$ cat src/rtl/floppy_sdram_bridge_if.sv
// Bus bundle between the floppy SDRAM window, the bridge and the shared SDRAM controller.
// slave = bridge view, master = floppy/controller environment view.
interface floppy_sdram_bridge_if;
    logic [22:0] f_addr;
    logic [7:0]  f_data_i;
    logic [7:0]  f_data_o;
    logic        f_rd;
    logic        f_wr;
    logic        f_busy;
    logic        slot;
    logic [21:0] m_addr;
    logic [15:0] m_data_o;
    logic [1:0]  m_be;
    logic        m_rd;
    logic        m_wr;
    logic        m_ack;
    logic [15:0] m_data_i;
    logic        snoop_wr;
    logic [21:0] snoop_addr;
    logic [1:0]  dbg_state;

    modport slave (
        input  f_addr, f_data_i, f_rd, f_wr, slot, m_ack, m_data_i, snoop_wr, snoop_addr,
        output f_data_o, f_busy, m_addr, m_data_o, m_be, m_rd, m_wr, dbg_state
    );

    modport master (
        output f_addr, f_data_i, f_rd, f_wr, slot, m_ack, m_data_i, snoop_wr, snoop_addr,
        input  f_data_o, f_busy, m_addr, m_data_o, m_be, m_rd, m_wr, dbg_state
    );
endinterface

$ cat src/rtl/floppy_sdram_bridge.sv
// Byte-to-word bridge from the floppy SDRAM window to the 16-bit SDRAM controller,
// with a one-word write-through read buffer kept coherent by host write snooping.
//
// state     | meaning
// IDLE      | accepting strobes; buffered read hits answered here
// WAIT_SLOT | request latched, waiting for the controller grant window
// REQ       | m_rd/m_wr held until m_ack
module floppy_sdram_bridge (
    input  logic                 clk,
    input  logic                 reset_n,
    floppy_sdram_bridge_if.slave bus
);
    typedef enum logic [1:0] {
        IDLE      = 2'd0,
        WAIT_SLOT = 2'd1,
        REQ       = 2'd2
    } state_t;

    state_t      state_q, state_d;
    logic [22:0] addr_q, addr_d;
    logic [7:0]  wdata_q, wdata_d;
    logic [7:0]  f_data_q, f_data_d;
    logic [1:0]  be_q, be_d;
    logic        is_wr_q, is_wr_d;
    logic        m_rd_q, m_rd_d;
    logic        m_wr_q, m_wr_d;
    logic        valid_q, valid_d;
    logic [15:0] buf_q, buf_d;
    logic [21:0] tag_q, tag_d;
    logic        hit;
    logic        req_tag_match;

    assign hit           = valid_q && (tag_q == bus.f_addr[22:1]);
    assign req_tag_match = valid_q && (tag_q == addr_q[22:1]);

    always_ff @(posedge clk or negedge reset_n) begin
        if (!reset_n) begin
            state_q  <= IDLE;
            addr_q   <= '0;
            wdata_q  <= '0;
            f_data_q <= '0;
            be_q     <= '0;
            is_wr_q  <= 1'b0;
            m_rd_q   <= 1'b0;
            m_wr_q   <= 1'b0;
            valid_q  <= 1'b0;
            buf_q    <= '0;
            tag_q    <= '0;
        end else begin
            state_q  <= state_d;
            addr_q   <= addr_d;
            wdata_q  <= wdata_d;
            f_data_q <= f_data_d;
            be_q     <= be_d;
            is_wr_q  <= is_wr_d;
            m_rd_q   <= m_rd_d;
            m_wr_q   <= m_wr_d;
            valid_q  <= valid_d;
            buf_q    <= buf_d;
            tag_q    <= tag_d;
        end
    end

    always_comb begin
        state_d  = state_q;
        addr_d   = addr_q;
        wdata_d  = wdata_q;
        f_data_d = f_data_q;
        be_d     = be_q;
        is_wr_d  = is_wr_q;
        m_rd_d   = m_rd_q;
        m_wr_d   = m_wr_q;
        valid_d  = valid_q;
        buf_d    = buf_q;
        tag_d    = tag_q;

        // Snoop invalidation goes first so a same-cycle read fill below can override it.
        if (bus.snoop_wr && (bus.snoop_addr == tag_q)) begin
            valid_d = 1'b0;
        end

        unique case (state_q)
            IDLE: begin
                if (bus.f_wr) begin
                    addr_d  = bus.f_addr;
                    wdata_d = bus.f_data_i;
                    be_d    = bus.f_addr[0] ? 2'b10 : 2'b01;
                    is_wr_d = 1'b1;
                    state_d = WAIT_SLOT;
                end else if (bus.f_rd) begin
                    if (hit) begin
                        f_data_d = bus.f_addr[0] ? buf_q[15:8] : buf_q[7:0];
                    end else begin
                        addr_d  = bus.f_addr;
                        be_d    = bus.f_addr[0] ? 2'b10 : 2'b01;
                        is_wr_d = 1'b0;
                        state_d = WAIT_SLOT;
                    end
                end
            end
            WAIT_SLOT: begin
                if (bus.slot) begin
                    m_rd_d  = !is_wr_q;
                    m_wr_d  = is_wr_q;
                    state_d = REQ;
                end
            end
            REQ: begin
                if (bus.m_ack) begin
                    m_rd_d  = 1'b0;
                    m_wr_d  = 1'b0;
                    state_d = IDLE;
                    if (is_wr_q) begin
                        if (req_tag_match) begin
                            if (addr_q[0]) buf_d[15:8] = wdata_q;
                            else           buf_d[7:0]  = wdata_q;
                        end
                    end else begin
                        f_data_d = addr_q[0] ? bus.m_data_i[15:8] : bus.m_data_i[7:0];
                        buf_d    = bus.m_data_i;
                        tag_d    = addr_q[22:1];
                        valid_d  = 1'b1;
                    end
                end
            end
            default: state_d = IDLE;
        endcase
    end

    assign bus.f_busy    = (state_q != IDLE) | bus.f_wr | (bus.f_rd & ~hit);
    assign bus.f_data_o  = f_data_q;
    assign bus.m_addr    = addr_q[22:1];
    assign bus.m_data_o  = {wdata_q, wdata_q};
    assign bus.m_be      = be_q;
    assign bus.m_rd      = m_rd_q;
    assign bus.m_wr      = m_wr_q;
    assign bus.dbg_state = state_q;
endmodule

$ cat src/flat_wrapper.sv
// flat-port wrapper written by rule: the top's interface ports become plain ports
module floppy_sdram_bridge_flat 
  (clk, reset_n, bus_f_addr, bus_f_data_i, bus_f_rd, bus_f_wr, bus_slot, bus_m_ack, bus_m_data_i, bus_snoop_wr, bus_snoop_addr, bus_f_data_o, bus_f_busy, bus_m_addr, bus_m_data_o, bus_m_be, bus_m_rd, bus_m_wr, bus_dbg_state);
  floppy_sdram_bridge_if bus_i ();
  input  logic clk;
  input  logic reset_n;
  input wire logic [$bits(bus_i.f_addr)-1:0] bus_f_addr;
  input wire logic [$bits(bus_i.f_data_i)-1:0] bus_f_data_i;
  input wire logic [$bits(bus_i.f_rd)-1:0] bus_f_rd;
  input wire logic [$bits(bus_i.f_wr)-1:0] bus_f_wr;
  input wire logic [$bits(bus_i.slot)-1:0] bus_slot;
  input wire logic [$bits(bus_i.m_ack)-1:0] bus_m_ack;
  input wire logic [$bits(bus_i.m_data_i)-1:0] bus_m_data_i;
  input wire logic [$bits(bus_i.snoop_wr)-1:0] bus_snoop_wr;
  input wire logic [$bits(bus_i.snoop_addr)-1:0] bus_snoop_addr;
  output wire logic [$bits(bus_i.f_data_o)-1:0] bus_f_data_o;
  output wire logic [$bits(bus_i.f_busy)-1:0] bus_f_busy;
  output wire logic [$bits(bus_i.m_addr)-1:0] bus_m_addr;
  output wire logic [$bits(bus_i.m_data_o)-1:0] bus_m_data_o;
  output wire logic [$bits(bus_i.m_be)-1:0] bus_m_be;
  output wire logic [$bits(bus_i.m_rd)-1:0] bus_m_rd;
  output wire logic [$bits(bus_i.m_wr)-1:0] bus_m_wr;
  output wire logic [$bits(bus_i.dbg_state)-1:0] bus_dbg_state;
  assign bus_i.f_addr = bus_f_addr;
  assign bus_i.f_data_i = bus_f_data_i;
  assign bus_i.f_rd = bus_f_rd;
  assign bus_i.f_wr = bus_f_wr;
  assign bus_i.slot = bus_slot;
  assign bus_i.m_ack = bus_m_ack;
  assign bus_i.m_data_i = bus_m_data_i;
  assign bus_i.snoop_wr = bus_snoop_wr;
  assign bus_i.snoop_addr = bus_snoop_addr;
  assign bus_f_data_o = bus_i.f_data_o;
  assign bus_f_busy = bus_i.f_busy;
  assign bus_m_addr = bus_i.m_addr;
  assign bus_m_data_o = bus_i.m_data_o;
  assign bus_m_be = bus_i.m_be;
  assign bus_m_rd = bus_i.m_rd;
  assign bus_m_wr = bus_i.m_wr;
  assign bus_dbg_state = bus_i.dbg_state;
  floppy_sdram_bridge u_core (.clk(clk), .reset_n(reset_n), .bus(bus_i));
endmodule
$ cat config.mk
export PLATFORM = sky130hd
export DESIGN_NAME = floppy_sdram_bridge_flat
export DESIGN_NICKNAME = d
export VERILOG_FILES = /design/src/rtl/floppy_sdram_bridge_if.sv /design/src/rtl/floppy_sdram_bridge.sv /design/src/flat_wrapper.sv
export SDC_FILE = /design/constraint.sdc
export NUM_CORES = 1
export LEC_CHECK = 0
export BUFFER_PORTS_ARGS = -buffer_cell sky130_fd_sc_hd__buf_2
export CORE_ASPECT_RATIO = 0.75
export CORE_UTILIZATION = 25
export DETAILED_ROUTE_END_ITERATION = 8
export GPL_ROUTABILITY_DRIVEN = 1
export RECOVER_POWER = 25
export SLEW_MARGIN = 40
export SYNTH_ARGS = -nofsm -noshare
export SYNTH_HDL_FRONTEND = slang
export SYNTH_SLANG_ARGS = --single-unit
$ cat constraint.sdc
create_clock -name clk -period 6.4 [get_ports clk]
set_clock_uncertainty 0.2 [all_clocks]
set_input_delay 0.32 -clock clk [delete_from_list [all_inputs] [get_ports clk]]
set_output_delay 0.32 -clock clk [all_outputs]
set_load 0.02 [all_outputs]
==> summary.md <==
| Metric | Value |
|---|---|
| Status | completed |
| Synthesized area per cell | 8.600 µm² |
| HP Start | bus_f_addr[9] |
| Initial antenna violation count | 1 |
| Final Wtd Congestion | 0.7839 |
| Layout net count | ~840 |
| Skew-Pair Late Insertion Delay | 0.37 ns |
| Most common cell in the netlist | nand2_1 |
| Worst path slowest cell | or4_1 |
| Drt pass-1 iters | 6 |
| Fin crit period | ~3.3 ns |
| CP bufs+invs | 1 |
| Floorplan core area | 22230 µm² |
| Area delta synth->final | 21.01% |
| Synth Instances | 664 |
| Sw Ratio | 48.39% |
| Die ar. | 23460 µm² |
| Synth Register Bits | 84 |
| Post-synth EDFFs | 0 |
| Critical path class | flip-flop to primary output |
| GRT Total Usage | between 10% and 20% |
| Post-DR vias/cell | 5.272 |
| CP required | 5.88 ns |
| Critical Path Fanout Max | 13 |
| # DRC | 0 |
| Detail Route Antenna Nets | 0 |
| Synthesized area | between 5000 and 6000 µm² |
| PortBufs | 128 |
| Largest net degree at the start of global routing | 63 |
| Die Y | between 100 and 150 µm |
| Synth unique cells | 42 |
| CTS H-tree depth | 3 |
| Sequential-to-total area share from yosys stat | 36.81% |
| Net load switching power | around 1.5 mW |
| Clock Path Buffers | 2 |
| Synth cell count leaders | nand2_1 (122), dfrtp_1 (84), clkbuf_1 (40), xnor2_1 (40) |
| Placed instance area | 6553 µm² |
| WL per Instance | 18.69 µm |
| Synth area leaders | dfrtp_1 (37%), nand2_1 (8.0%), xnor2_1 (6.1%) |
| Max_cap viols | 0 |
| Synth area leader | dfrtp_1 |
| Worst R2R Path Depth | 5 |
| Crit-path max cell delay | approximately 0.80 ns |
| Final Instance Area | between 6000 and 7000 µm² |
| Period utilization | 51.31% |
| Initial core utilization | about a quarter |
| Startpoint types | flip-flop |
| Detailed-route via count | ~5600 |
| Hold Buf Count CTS | 10 |
| WHS Path Cells | 3 |
| HP Class | input pin to flip-flop |
| Reg-to-reg critical path startpoint | u_core.bus.dbg_state[1] |
| CP top delay family | simple AND/OR/NAND/NOR gates |
| Leak pwr | approximately 2.9 nW |
| Layout cell share with drive strength beyond 1 | 18.80% |
| Crit. End Element | primary output |
| Synth top area share | 36.81% |
| Sequential share of power | about 37% |
| Clock Power Share | 17.5% |
| Pwr/cell area | 448.1 nW/µm² |
| Combinational fraction of design power | approximately 46% |
| Slew headroom | 11.08% |
| Fin. Hold Viols | 0 |
| Iter 0 DRT Violations | approximately 530 |
| Die Width | 176.5 µm |
| Clock Pin Slew Worst Setup and Hold Paths | 0.08 ns |
| Reg-to-reg slack, setup | between 3 and 4 ns |
| Vias in the first global route | roughly 5000 |
| Finish-stage setup viols | 0 |
| Actual slew at the worst max-slew pin | 1.334 ns |
| Achievable Freq | 304.5 MHz |
| Cell row count | between 40 and 50 |
| Syn_nets | 740 |
| Final slew viol count | 0 |
| Final core occ | 31.09% |
| Number of cells on the critical path | 6 |
| RSZ-0062 raised after global routing | no |
| Setup ws final | between 3 and 4 ns |
| Max VDD drop | between 150 and 200 µV |
| Pwr Total | 3.096 mW |
| Ys Warns | 0 |
| CTS tree | done |
| Pre-CTS WS | about 3.0 ns |
| CP arrival | 2.76 ns |
| Total global routing overflow | 0 |
| Ys flop type | dfrtp_1 |
| Cts repair resizes | 0 |
| Int Pwr | 1.598 mW |
| Cts bufs inserted | 9 |
| Postcts setup bufs | 0 |
| Hpwl dp | 13670 µm |
| Clk sinks | 84 |
| Root cell of the clock tree | clkbuf_16 |
| Drt total wl | 19830 µm |
| Fin Setup TNS | 0 ns |
| R2r endpoint | u_core.buf_q[5] |
| Asr flop ratio synth | between 90% and 100% |
| First-pass GRT wire length | ~31000 µm |
| Hold endpoint | u_core.addr_q[9] |
| Critical path, cell by cell | xnor2_1 > nand4_1 > or4_1 > o21ai_0 > nand3b_1 > buf_2 |
| I/O pin cnt | roughly 130 |
[power by group through the flow]
stage	clock (mW)	sequential, mW	combinational, mW
2_1_floorplan	0	1.13	0.960
6_report	0.542	1.14	1.42
4_1_cts	0.557	1.13	1.45
3_3_place_gp	0	1.13	1.42
5_1_grt	0.573	1.18	1.56
3_5_place_dp	0	1.14	1.44
[sequential cells by signal (all words and copies together), names as in the netlist]
register              count
u_core.addr_q            23
u_core.buf_q             16
u_core.bus.dbg_state      2
u_core.bus.f_data_o       8
u_core.bus.m_be           1
u_core.bus.m_rd           1
u_core.bus.m_wr           1
u_core.is_wr_q            1
u_core.tag_q             22
u_core.valid_q            1
u_core.wdata_q            8
[layout by cell type (no fill, tap or decap), types with 2 or more instances in the layout]
cell / instances
mux2i_1: 8
a311oi_2: 3
a221oi_1: 8
buf_2: 94
nand4_1: 21
o21ai_0: 12
inv_1: 19
a21oi_1: 32
nor4_4: 2
xnor2_1: 40
o22ai_1: 9
nor2_1: 5
nor2b_1: 10
clkbuf_16: 9
a311oi_1: 24
and2_0: 2
nand3b_1: 2
nor4_1: 13
clkinv_4: 2
inv_6: 2
or4_1: 3
a2bb2oi_1: 7
o22a_1: 14
nand4b_1: 23
nand3_1: 32
and3_1: 23
a211oi_1: 28
o311ai_0: 8
nand2_1: 121
xor2_1: 26
dfrtp_2: 2
clkbuf_1: 34
inv_8: 2
dlygate4sd3_1: 10
mux2_2: 8
dfrtp_1: 82
buf_4: 12
[per-stage QoR]
step | hold WS (ns) | std cells
after floorplan | -0.1756 | 664
after global placement | 0.03859 | 1034
after detailed placement | 0.04423 | 1034
after CTS | 0.02863 | 1060
after global routing | 0.04127 | 1060
final | 0.03846 | 1061
[layer usage]
layer  share of wire (%)  routed length, µm  up-vias  track usage (%)
met2                  42               8312      220            23.42
met5                   0                  0        -                0
met3                 9.0               1794       21            5.115
met4                 1.4                282        0            5.125
li1                    -                  -     2637                -
met1                  48               9436     2716            24.86
[worst max path at each step]
stage / startpoint / endpoint
2_1_floorplan: u_core.tag_q[16] / bus_f_busy
3_3_place_gp: u_core.bus.dbg_state[1] / u_core.buf_q[5]
3_5_place_dp: u_core.bus.dbg_state[1] / u_core.buf_q[5]
4_1_cts: u_core.bus.dbg_state[1] / u_core.buf_q[5]
5_1_grt: u_core.tag_q[3] / bus_f_busy
6_report: u_core.tag_q[0] / bus_f_busy
[cell families (layout without fill, tap and decap cells)]
family          Yosys count  count (layout)  synth area share (%)
compound gates          149             149                 19.17
xor+xnor                 66              66                 10.12
buf+inv                  84             186                 6.661
flops                    84              84                 36.81
mux                      16              16                 2.980
other cells               0               1                     0
simple gates            265             265                 24.26
[worst reg2reg max path, delay by kind of cell (launching register included)]
kind	cells	cell delay, ns
AND/OR/NAND/NOR	3	1.60
flip-flops	1	0.70
AO/OA/AOI/OAI	2	0.62
[area by class of cell]
type / count / area (µm²)
multi-input cells: 496 / 3266
fillers: 2388 / 15320
diodes: 1 / 2.502
flip-flops and latches: 84 / 2105
repair buffers: 151 / 799.5
clock buffers: 9 / 225.2
clock inverters: 7 / 73.82
well taps: 294 / 367.9
inverters: 19 / 71.32
No activity file was read; power rests on OpenSTA's default activity.
